### config.mk
export PLATFORM = sky130hd
export DESIGN_NAME = aes_pipe_ctrl
export DESIGN_NICKNAME = d
export VERILOG_FILES = /design/src/rtl/aes_pipe_pkg.sv /design/src/rtl/aes_res_fifo.sv /design/src/rtl/aes_pipe_ctrl.sv
export SDC_FILE = /design/constraint.sdc
export NUM_CORES = 1
export LEC_CHECK = 0
export CAP_MARGIN = 20
export CORE_MARGIN = 2
export CORE_UTILIZATION = 56
export CTS_BUF_LIST = sky130_fd_sc_hd__clkbuf_2
export DETAILED_ROUTE_END_ITERATION = 8
export DONT_BUFFER_PORTS = 1
export PLACE_DENSITY_LB_ADDON = 0.15
export SLEW_MARGIN = 20
export SYNTH_ARGS = -nofsm -noshare
export SYNTH_HDL_FRONTEND = slang
export SYNTH_SLANG_ARGS = --single-unit
### constraint.sdc
create_clock -name clk -period 5 [get_ports clk]
set_clock_uncertainty 0.15 [all_clocks]
set_input_delay 1.25 -clock clk [delete_from_list [all_inputs] [get_ports clk]]
set_output_delay 1.25 -clock clk [all_outputs]
set_load 0.01 [all_outputs]
### src/rtl/aes_pipe_pkg.sv
// Shared types and helpers for the AES pipeline controller.
// Holds the controller FSM encoding, the standard AES round counts and
// width helpers used for the credit counter and FIFO pointers.
package aes_pipe_pkg;

  typedef enum logic [1:0] {
    IDLE   = 2'd0,
    EXPAND = 2'd1,
    RUN    = 2'd2,
    DRAIN  = 2'd3
  } pipe_state_t;

  localparam int NR_AES128 = 10;
  localparam int NR_AES256 = 14;

  // Bits needed to hold a count from 0 to n inclusive.
  function automatic int cnt_width(input int n);
    return $clog2(n + 1);
  endfunction

  // Bits needed to index n entries (at least one bit).
  function automatic int ptr_width(input int n);
    return (n > 1) ? $clog2(n) : 1;
  endfunction

endpackage

### src/rtl/aes_res_fifo.sv
// Result FIFO for the AES pipeline: show-ahead synchronous FIFO with an
// occupancy count. The head is forced to zero while empty so the
// outputs read zero after reset. Writes are never issued when full
// because the controller admits blocks against FIFO credits.
module aes_res_fifo
  import aes_pipe_pkg::*;
#(
  parameter int WIDTH = 132,
  parameter int DEPTH = 4
) (
  input  logic                          clk,
  input  logic                          rst,
  input  logic                          wr_en,
  input  logic [WIDTH-1:0]              wr_data,
  input  logic                          rd_en,
  output logic [WIDTH-1:0]              rd_data,
  output logic                          not_empty,
  output logic [cnt_width(DEPTH)-1:0]   count
);

  localparam int PW = ptr_width(DEPTH);
  localparam int CW = cnt_width(DEPTH);

  logic [WIDTH-1:0] mem [DEPTH];
  logic [PW-1:0]    wr_ptr_reg;
  logic [PW-1:0]    rd_ptr_reg;
  logic [CW-1:0]    count_reg;
  logic             do_rd;

  assign do_rd     = rd_en & (count_reg != '0);
  assign not_empty = (count_reg != '0);
  assign count     = count_reg;
  assign rd_data   = not_empty ? mem[rd_ptr_reg] : '0;

  // Storage write; contents need no clearing because count gates visibility.
  always_ff @(posedge clk) begin
    if (wr_en) mem[wr_ptr_reg] <= wr_data;
  end

  // Pointers and occupancy; a simultaneous write and pop leaves count unchanged.
  always_ff @(posedge clk) begin
    if (!rst) begin
      wr_ptr_reg <= '0;
      rd_ptr_reg <= '0;
      count_reg  <= '0;
    end else begin
      if (wr_en) wr_ptr_reg <= wr_ptr_reg + PW'(1);
      if (do_rd) rd_ptr_reg <= rd_ptr_reg + PW'(1);
      case ({wr_en, do_rd})
        2'b10:   count_reg <= count_reg + CW'(1);
        2'b01:   count_reg <= count_reg - CW'(1);
        default: count_reg <= count_reg;
      endcase
    end
  end

endmodule

### src/rtl/aes_pipe_ctrl.sv
// Control and result buffering for the pipelined AES datapath.
// Carries a valid/tag token through NR+1 round stages, admits blocks only
// while FIFO credits remain, and drains in-flight blocks before a key reload.
// Optional macro AES_PIPE_PERF_EN adds perf_blocks / perf_stalls counters.
module aes_pipe_ctrl
  import aes_pipe_pkg::*;
#(
  parameter int NR           = NR_AES128,
  parameter int BLOCK_LENGTH = 128,
  parameter int TAG_W        = 4,
  parameter int OUT_DEPTH    = 4
) (
  input  logic                    clk,
  input  logic                    rst,
  input  logic                    in_valid,
  output logic                    in_ready,
  input  logic [TAG_W-1:0]        in_tag,
  output logic [NR:0]             stage_en,
  input  logic [BLOCK_LENGTH-1:0] res_data,
  input  logic                    key_valid,
  output logic                    key_ready,
  output logic                    key_start,
  input  logic                    key_done,
  output logic                    out_valid,
  input  logic                    out_ready,
  output logic [BLOCK_LENGTH-1:0] out_data,
`ifdef AES_PIPE_PERF_EN
  output logic [31:0]             perf_blocks,
  output logic [31:0]             perf_stalls,
`endif
  output logic [TAG_W-1:0]        out_tag
);

  localparam int CW = cnt_width(OUT_DEPTH);
  localparam int FW = BLOCK_LENGTH + TAG_W;

  pipe_state_t               state_reg, state_next;
  logic                      key_start_reg, key_start_next;
  logic [NR:0]               v_reg;
  logic [NR:0][TAG_W-1:0]    tag_reg;
  logic                      wr_en_reg;
  logic [TAG_W-1:0]          wr_tag_reg;
  logic [CW-1:0]             inflight_reg;
  logic [CW-1:0]             fifo_count;
  logic [CW:0]               credits_used;
  logic                      accept;
  logic [FW-1:0]             head;

  // Admission uses only registered occupancy, so a pop frees its credit a cycle later.
  assign credits_used = {1'b0, inflight_reg} + {1'b0, fifo_count};
  assign in_ready  = rst & (state_reg == RUN) & ~key_valid &
                     (credits_used < (CW+1)'(OUT_DEPTH));
  assign key_ready = rst & ((state_reg == IDLE) |
                            ((state_reg == DRAIN) & (inflight_reg == '0)));
  assign key_start = key_start_reg;
  assign accept    = in_valid & in_ready;
  assign stage_en  = v_reg;

  // FSM state register plus the registered key_start pulse.
  always_ff @(posedge clk) begin
    if (!rst) begin
      state_reg     <= IDLE;
      key_start_reg <= 1'b0;
    end else begin
      state_reg     <= state_next;
      key_start_reg <= key_start_next;
    end
  end

  // Next-state logic; key_start fires on every entry into EXPAND.
  always_comb begin
    state_next     = state_reg;
    key_start_next = 1'b0;
    case (state_reg)
      IDLE: begin
        if (key_valid) begin
          state_next     = EXPAND;
          key_start_next = 1'b1;
        end
      end
      EXPAND: begin
        if (key_done) state_next = RUN;
      end
      RUN: begin
        if (key_valid) state_next = DRAIN;
      end
      DRAIN: begin
        if (!key_valid) begin
          state_next = RUN;
        end else if (inflight_reg == '0) begin
          state_next     = EXPAND;
          key_start_next = 1'b1;
        end
      end
      default: state_next = IDLE;
    endcase
  end

  // Valid/tag token pipeline; the extra stage lines the tag up with res_data.
  always_ff @(posedge clk) begin
    if (!rst) begin
      v_reg      <= '0;
      tag_reg    <= '0;
      wr_en_reg  <= 1'b0;
      wr_tag_reg <= '0;
    end else begin
      v_reg      <= {v_reg[NR-1:0], accept};
      tag_reg    <= {tag_reg[NR-1:0], in_tag};
      wr_en_reg  <= v_reg[NR];
      wr_tag_reg <= tag_reg[NR];
    end
  end

  // Blocks in the round pipeline; each leaves the count as it enters the FIFO.
  always_ff @(posedge clk) begin
    if (!rst) begin
      inflight_reg <= '0;
    end else begin
      case ({accept, wr_en_reg})
        2'b10:   inflight_reg <= inflight_reg + CW'(1);
        2'b01:   inflight_reg <= inflight_reg - CW'(1);
        default: inflight_reg <= inflight_reg;
      endcase
    end
  end

  aes_res_fifo #(
    .WIDTH (FW),
    .DEPTH (OUT_DEPTH)
  ) u_fifo (
    .clk       (clk),
    .rst       (rst),
    .wr_en     (wr_en_reg),
    .wr_data   ({res_data, wr_tag_reg}),
    .rd_en     (out_ready),
    .rd_data   (head),
    .not_empty (out_valid),
    .count     (fifo_count)
  );

  assign out_data = head[FW-1:TAG_W];
  assign out_tag  = head[TAG_W-1:0];

`ifdef AES_PIPE_PERF_EN
  logic [31:0] perf_blocks_reg;
  logic [31:0] perf_stalls_reg;

  // Free-running pop and stall counters that wrap naturally.
  always_ff @(posedge clk) begin
    if (!rst) begin
      perf_blocks_reg <= '0;
      perf_stalls_reg <= '0;
    end else begin
      if (out_valid & out_ready) perf_blocks_reg <= perf_blocks_reg + 32'd1;
      if (in_valid & ~in_ready)  perf_stalls_reg <= perf_stalls_reg + 32'd1;
    end
  end

  assign perf_blocks = perf_blocks_reg;
  assign perf_stalls = perf_stalls_reg;
`else
  // Performance counters are not built in this configuration.
`endif

endmodule

Word-level counts from Yosys, hierarchy flattened
Memories as Yosys holds them, arrays and structs flattened. A register that Yosys moved wholly into a read port is not among the register bits. Index checks and enable logic that the tools add are counted. W data, S select, Z words.

RAM bits: 528. Logic and storage cells: 72. Register bits after elaboration: 73. Output and inout bits: 147. Memories kept: 1. Input bits: 138.

Memory list: u_fifo.mem (words 4, width 132, read ports 1, clocked after memory_dff 1, wr ports 1, line aes_res_fifo.sv:24) `logic [WIDTH-1:0] mem [DEPTH];`.

Add/sub/neg operators: 7. Eq/ne operators: 11. Multiplexer cells: 17. Reduce and logical (&&, ||, !) cells: 6. Order comparisons: 1. Bitwise operators: 9.

Operator list (count): $mux W132 (1); $mux W2 (7); $pmux W3 S2 (2); $eq A2 B2 Y1 const B (4); $pmux W2 S4 (1); $and A1 B1 Y1 (7); $add A3 B1 Y3 const B (2); $eq A2 B1 Y1 const B (3); $ne A2 B2 Y1 const B (3); $sub A3 B1 Y3 const B (2); $mux W1 (5); $add A2 B1 Y2 const B (2); $add A3 B3 Y4 (1); $lt A4 B3 Y1 const B (1); $reduce_and A4 Y1 (1); $reduce_bool A2 Y1 (2); $logic_not A3 Y1 (1); $ne A3 B2 Y1 const B (1); $reduce_bool A3 Y1 (1); $logic_not A2 Y1 (1); $pmux W1 S2 (1); $not A1 Y1 (1); $or A1 B1 Y1 (1).

Depth between registers and ports, before layout
Depth in word-level cells: 7. Gate-level depth with buffers: 10. Depth with buffers taken out: 10.

Modules after synthesis
A second synthesis with hierarchy kept.

Cells, all modules: 1059. Area, all modules: 22441.5 sq um.

Modules (own cells, without submodules): aes_res_fifo (sequential area each 16035.4 sq um, cells an instance 884, times used 1, area an instance 20374.5 sq um); aes_pipe_ctrl (sequential area each 1321.3 sq um, cells an instance 175, times used 1, area an instance 2067.0 sq um).

Least setup slack after synthesis
OpenSTA, ideal clock, no wires.

Path type: reg2reg. From: register u_fifo.wr_ptr_reg[0]. To: memory u_fifo.mem[0][0] (enable). Stages on the path, launching flop included: 4. Data arrival time: 3.570 ns. Library setup time: 0.506 ns. Period minus slack after synthesis: 4.226 ns. Slack: 0.774 ns. Required time: 4.344 ns. Path buffers: 0. Path through: dfxtp_1 inv_1 ha_1 and2_1.

RTL lines: start: declaration (line aes_res_fifo.sv:25) `logic [PW-1:0] wr_ptr_reg;`; start signal: assignment (line aes_res_fifo.sv:47) `if (wr_en) wr_ptr_reg <= wr_ptr_reg + PW'(1);`; end: declaration (line aes_res_fifo.sv:24).

No word-level cell before the write port.

==> metrics.csv <==
metric,value,unit
Post-Route Setup TNS,0,ns
# hold bufs at CTS,9,
clock latency on the worst-skew pair,1.05,ns
crit path cell chain,buf_4 > mux4_2 > and2_1,
critical path class,flip-flop to output pin,
"Slowest-stage cell, CP",dfxtp_4,
Pleak,0.00792,uW
Final Util,61.3,%
Reg2Reg Depth,10,
CP arrival,2.99,ns
Slew @ Worst Pin,0.926,ns
WL final,40500,um
TritonCTS Sinks,603,
Switching Share,21.1,%
Crit. End Element,output pin,
Vias/cell,5.58,
Area growth syn-to-layout,8.38,%
count of final max-slew check failures,0,
first-pass GRT wire length,61100,um
post-synthesis cell type count,34,
"Max FO, Critical Path",49,
CTS H-tree lvls,4,
number of global-route vias before repair,10869,
area of the mapped netlist,22400,um^2
CTS buffer count,149,
Total GRT Usage,19.9,%
Startpoint Class,flip-flop,
die width,204,um
Syn Nets,1214,
setup violators final,0,
Worst R2R Setup Slack,2.48,ns
Yosys top cell area share,70.7,%
"most common cell after layout, fill and taps aside",edfxtp_1,
grt total ovfl,0,
Final Cycle Share,87.7,%
"top cells by area, synth","edfxtp_1 71%, mux4_2 13%, dfxtp_1 6.7%",
Initial Util,56.5,%
final hold vios,0,
Sequential Power Share,65.3,%
Combinational Power Share,0.9,%
wire length per cell,22.5,um
largest net degree at the start of global routing,77,
post-cts sizing count,0,
Max-slew headroom,38.3,%
critical path buffer and inverter count,1,
share of layout cells above drive strength 1,29.4,%
Highest Clock Rate,228,MHz
Post-Syn Instances,1061,
Final #Nets,1338,
Crit path largest cell delay,0.87,ns
Clock Pin Slew Worst Setup and Hold Paths,0.11,ns
RSZ-0062 raised after global routing,false,
# rows,73,
max reg flops,528,
First DRT Iteration DRCs,537,
num ports,285,
PwrDens,345,nW/um^2
Most used DFF post-synth,edfxtp_1,
CORE AREA,39600,um^2
Die ar.,41600,um^2
Routed Antenna Nets,0,
post-CTS setup buffers,0,
Ys Warns,0,
Vias,10047,
Clock Tree Root,clkbuf_2,
stages on the worst setup path,3,
post-layout min period,4.39,ns
"Req. time, crit path",3.60,ns
port bufs,0,
hold crit path type,input pin to flip-flop,
Hold Slack,0.156,ns
most frequent cells in the layout,"528 x edfxtp_1, 212 x clkbuf_2, 192 x and2_1",
"FF+latch count, synth",603,
DIE HEIGHT,204,um
cell taking the most area after synthesis,edfxtp_1,
status,"complete, no violations",
sequential area share after synthesis,77.4,%
Post-synth EDFFs,528,
Residual DRC,0,
Syn Area/Cell,21.1,um^2
internal power,6620,uW
P_sw,1770,uW
gpl congestion,0.724,
detailed-router iteration count before antenna repair,4,
asr flop ratio synth,0,%
CTS tree,yes,
initial antenna violation count,2,
Max Root-Sink Buffers,3,
Max Cap Viol,0,
worst vdd rail ir drop,0.209,mV
clock share of power,33.8,%
worst hold stages,0,
DP HPWL,23500,um
critical path's top delay family,flip-flops,
-- logic make-up (layout without fill, tap and decap cells) --
kind of cell	count (synthesis)	in the layout	share of synthesized area [%]
mux	133	133	13.3
buf+inv	67	278	1.54
other cells	0	3	0
flops	603	603	77.4
xor+xnor	7	7	0.274
fa+ha+maj	15	15	0.904
compound gates	16	16	0.497
simple gates	220	220	6.03
-- through the flow --
stage	area, um^2	instances	worst slack [ns]	power [uW]
global route	24300	1799	0.312	8780
CTS	24300	1795	0.404	8530
finish	24300	1800	0.613	8390
global placement	23000	1548	1.62	5660
detailed placement	23000	1548	1.63	5660
floorplan	22400	1061	0.774	5650
-- final timing paths --
path,start,endpoint
max,flip-flop,out_data[55]
max reg2reg,inflight_reg[1],inflight_reg[2]
min,res_data[88],u_fifo.mem[0][92]
min reg2reg,tag_reg[36],tag_reg[40]
-- final cells by class --
type,instances,area (um^2)
Sequential cell,603,17400
Clock inverter,26,100
Antenna cell,3,7.51
Multi-Input combinational cell,391,4730
Tap cell,525,657
Timing Repair Buffer,26,323
Inverter,14,52.6
Clock buffer,212,1060
Fill cell,2891,15300
-- Yosys cell counts (all sizes together), types with 2 or more instances --
cell type,number
clkbuf,28
xor2,6
o21ai,2
a21oi,4
and2,196
inv,14
nor2,11
buf,25
o311ai,2
dfxtp,75
nor4b,2
edfxtp,528
mux4,132
ha,13
nand2,2
fa,2
or3,3
-- power groups by stage --
stage	logic, uW	registers (uW)	clock network [uW]
after floorplan	60.3	5590	0
after global placement	65.3	5600	0
after detailed placement	65.5	5600	0
after CTS	73.6	5480	2970
after global routing	88.4	5480	3210
final	75.6	5480	2840
-- layer usage --
| metal | GRT usage, % | share of wire (%) |
|---|---|---|
| met1 | 23.6 | 39 |
| met2 | 32.2 | 50 |
| met3 | 8.74 | 9.7 |
| met4 | 7.76 | 1.9 |
| met5 | 0 | 0 |
Note: power is estimated with default switching activity, not from simulation.
==> patch: new RTL, same flow settings <==
Set the parameter `BLOCK_LENGTH` to 512 (it was 128).
--- a/src/rtl/aes_pipe_ctrl.sv
+++ b/src/rtl/aes_pipe_ctrl.sv
@@ -6,7 +6,7 @@
   import aes_pipe_pkg::*;
 #(
   parameter int NR           = NR_AES128,
-  parameter int BLOCK_LENGTH = 128,
+  parameter int BLOCK_LENGTH = 512,
   parameter int TAG_W        = 4,
   parameter int OUT_DEPTH    = 4
 ) (
Interface: changed (resized out_data and res_data); port bits go from 285 to 1053. No check against the original RTL was run, so the function may have changed too.
==> patch against the unedited design <==
Fmax fell by 8.4%. Final area rose to 4.1 times the old value. Clock power grew to 4.1 times the old value. Count of clock-buffer cells in the layout rose by 568. Synthesized area grew to 3.6 times the old value. Sequential share of layout area is 7.9 points lower. Wire length increased to 5.3 times the old value. Critical path depth rose by 4. Synthesized cell count grew to 3.3 times the old value. Power increased to 3.8 times the old value. Sequential cell count increased by 1536. Worst setup slack worse by 0.40 ns. Largest cell class unchanged.
==> patch: results (changes against the unedited design) <==
{| class="wikitable"
! Metric !! Value
|-
| Status || completed (unchanged)
|-
| Termination of the worst setup path || out_data[287] (was out_data[55])
|-
| Post-placement worst setup slack || 1.34 ns (was 1.63 ns)
|-
| Post-DR wirelength/cell || 29.5 um (was 22.5 um)
|-
| Met1 routing resource usage after global routing || 35.4% (was 23.6%)
|-
| Die Span X || 383 um (was 204 um)
|-
| Maximum VDD drop || 289 uV (was 209 uV)
|-
| Total CTS buffers || 549 (was 149)
|-
| Worst reg2reg startpoint || u_fifo.count[2] (was inflight_reg[1])
|-
| Final hold slack || 0.245 ns (was 0.156 ns)
|-
| Flip-flop and latch share of the layout cell area || 63.6% (was 71.5%)
|-
| Clock buffers || 780 (was 212)
|-
| Htree depth || 6 (was 4)
|-
| Global-route usage over all layers || 28.8% (was 19.9%)
|-
| Maximum fanout encountered on the critical timing path || 9 (was 49)
|-
| GRT met3 Usage || 9.32% (was 8.74%)
|-
| Proportion of total power due to net switching || 22.8% (was 21.1%)
|-
| Nets || 5550 (was 1338)
|-
| Clock network contribution to total cell area || 4.74% (was 4.78%)
|-
| Net Count, Synth || 4030 (was 1214)
|-
| Repair and plain buffers || 1148 (was 26)
|-
| Clock network latency to the later pin of the worst-skew pair || 1.63 ns (was 1.05 ns)
|-
| Area Overhead vs Synth || 24.3% (was 8.38%)
|-
| Non-clock buffering overhead || 13.0% (was 1.33%)
|-
| Post-placement cell area || 82700 um^2 (was 23000 um^2)
|-
| Max reg flops || 2064 (was 528)
|-
| Vias in the first global route || 45846 (was 10869)
|}
-- patch: per-layer routing --
layer	up-vias	wire length (um)
li1	17651	-
met1	22127	76100
met2	2643	107000
met3	465	22000
met4	18	10100
met5	-	115
-- patch: timing repair --
| action | CTS | global route |
|---|---|---|
| gates resized for setup | 131 | 102 |
| endpoints found under the setup margin | 510 | 368 |
| hold buffers | 1003 | 0 |
| hold endpoints to repair | 2123 | 0 |
| setup buffers | 30 | 7 |
| pin swaps | 1 | 0 |
| gates cloned | 32 | 18 |
-- patch: critical path, stage by stage (launching register included) --
cell                      delay [ns]
sky130_fd_sc_hd__dfxtp_4        0.37
sky130_fd_sc_hd__buf_12         0.13
sky130_fd_sc_hd__buf_16         0.18
sky130_fd_sc_hd__buf_12         0.15
sky130_fd_sc_hd__buf_12         0.12
sky130_fd_sc_hd__buf_16         0.14
sky130_fd_sc_hd__mux4_2         0.51
sky130_fd_sc_hd__and2_4         0.19
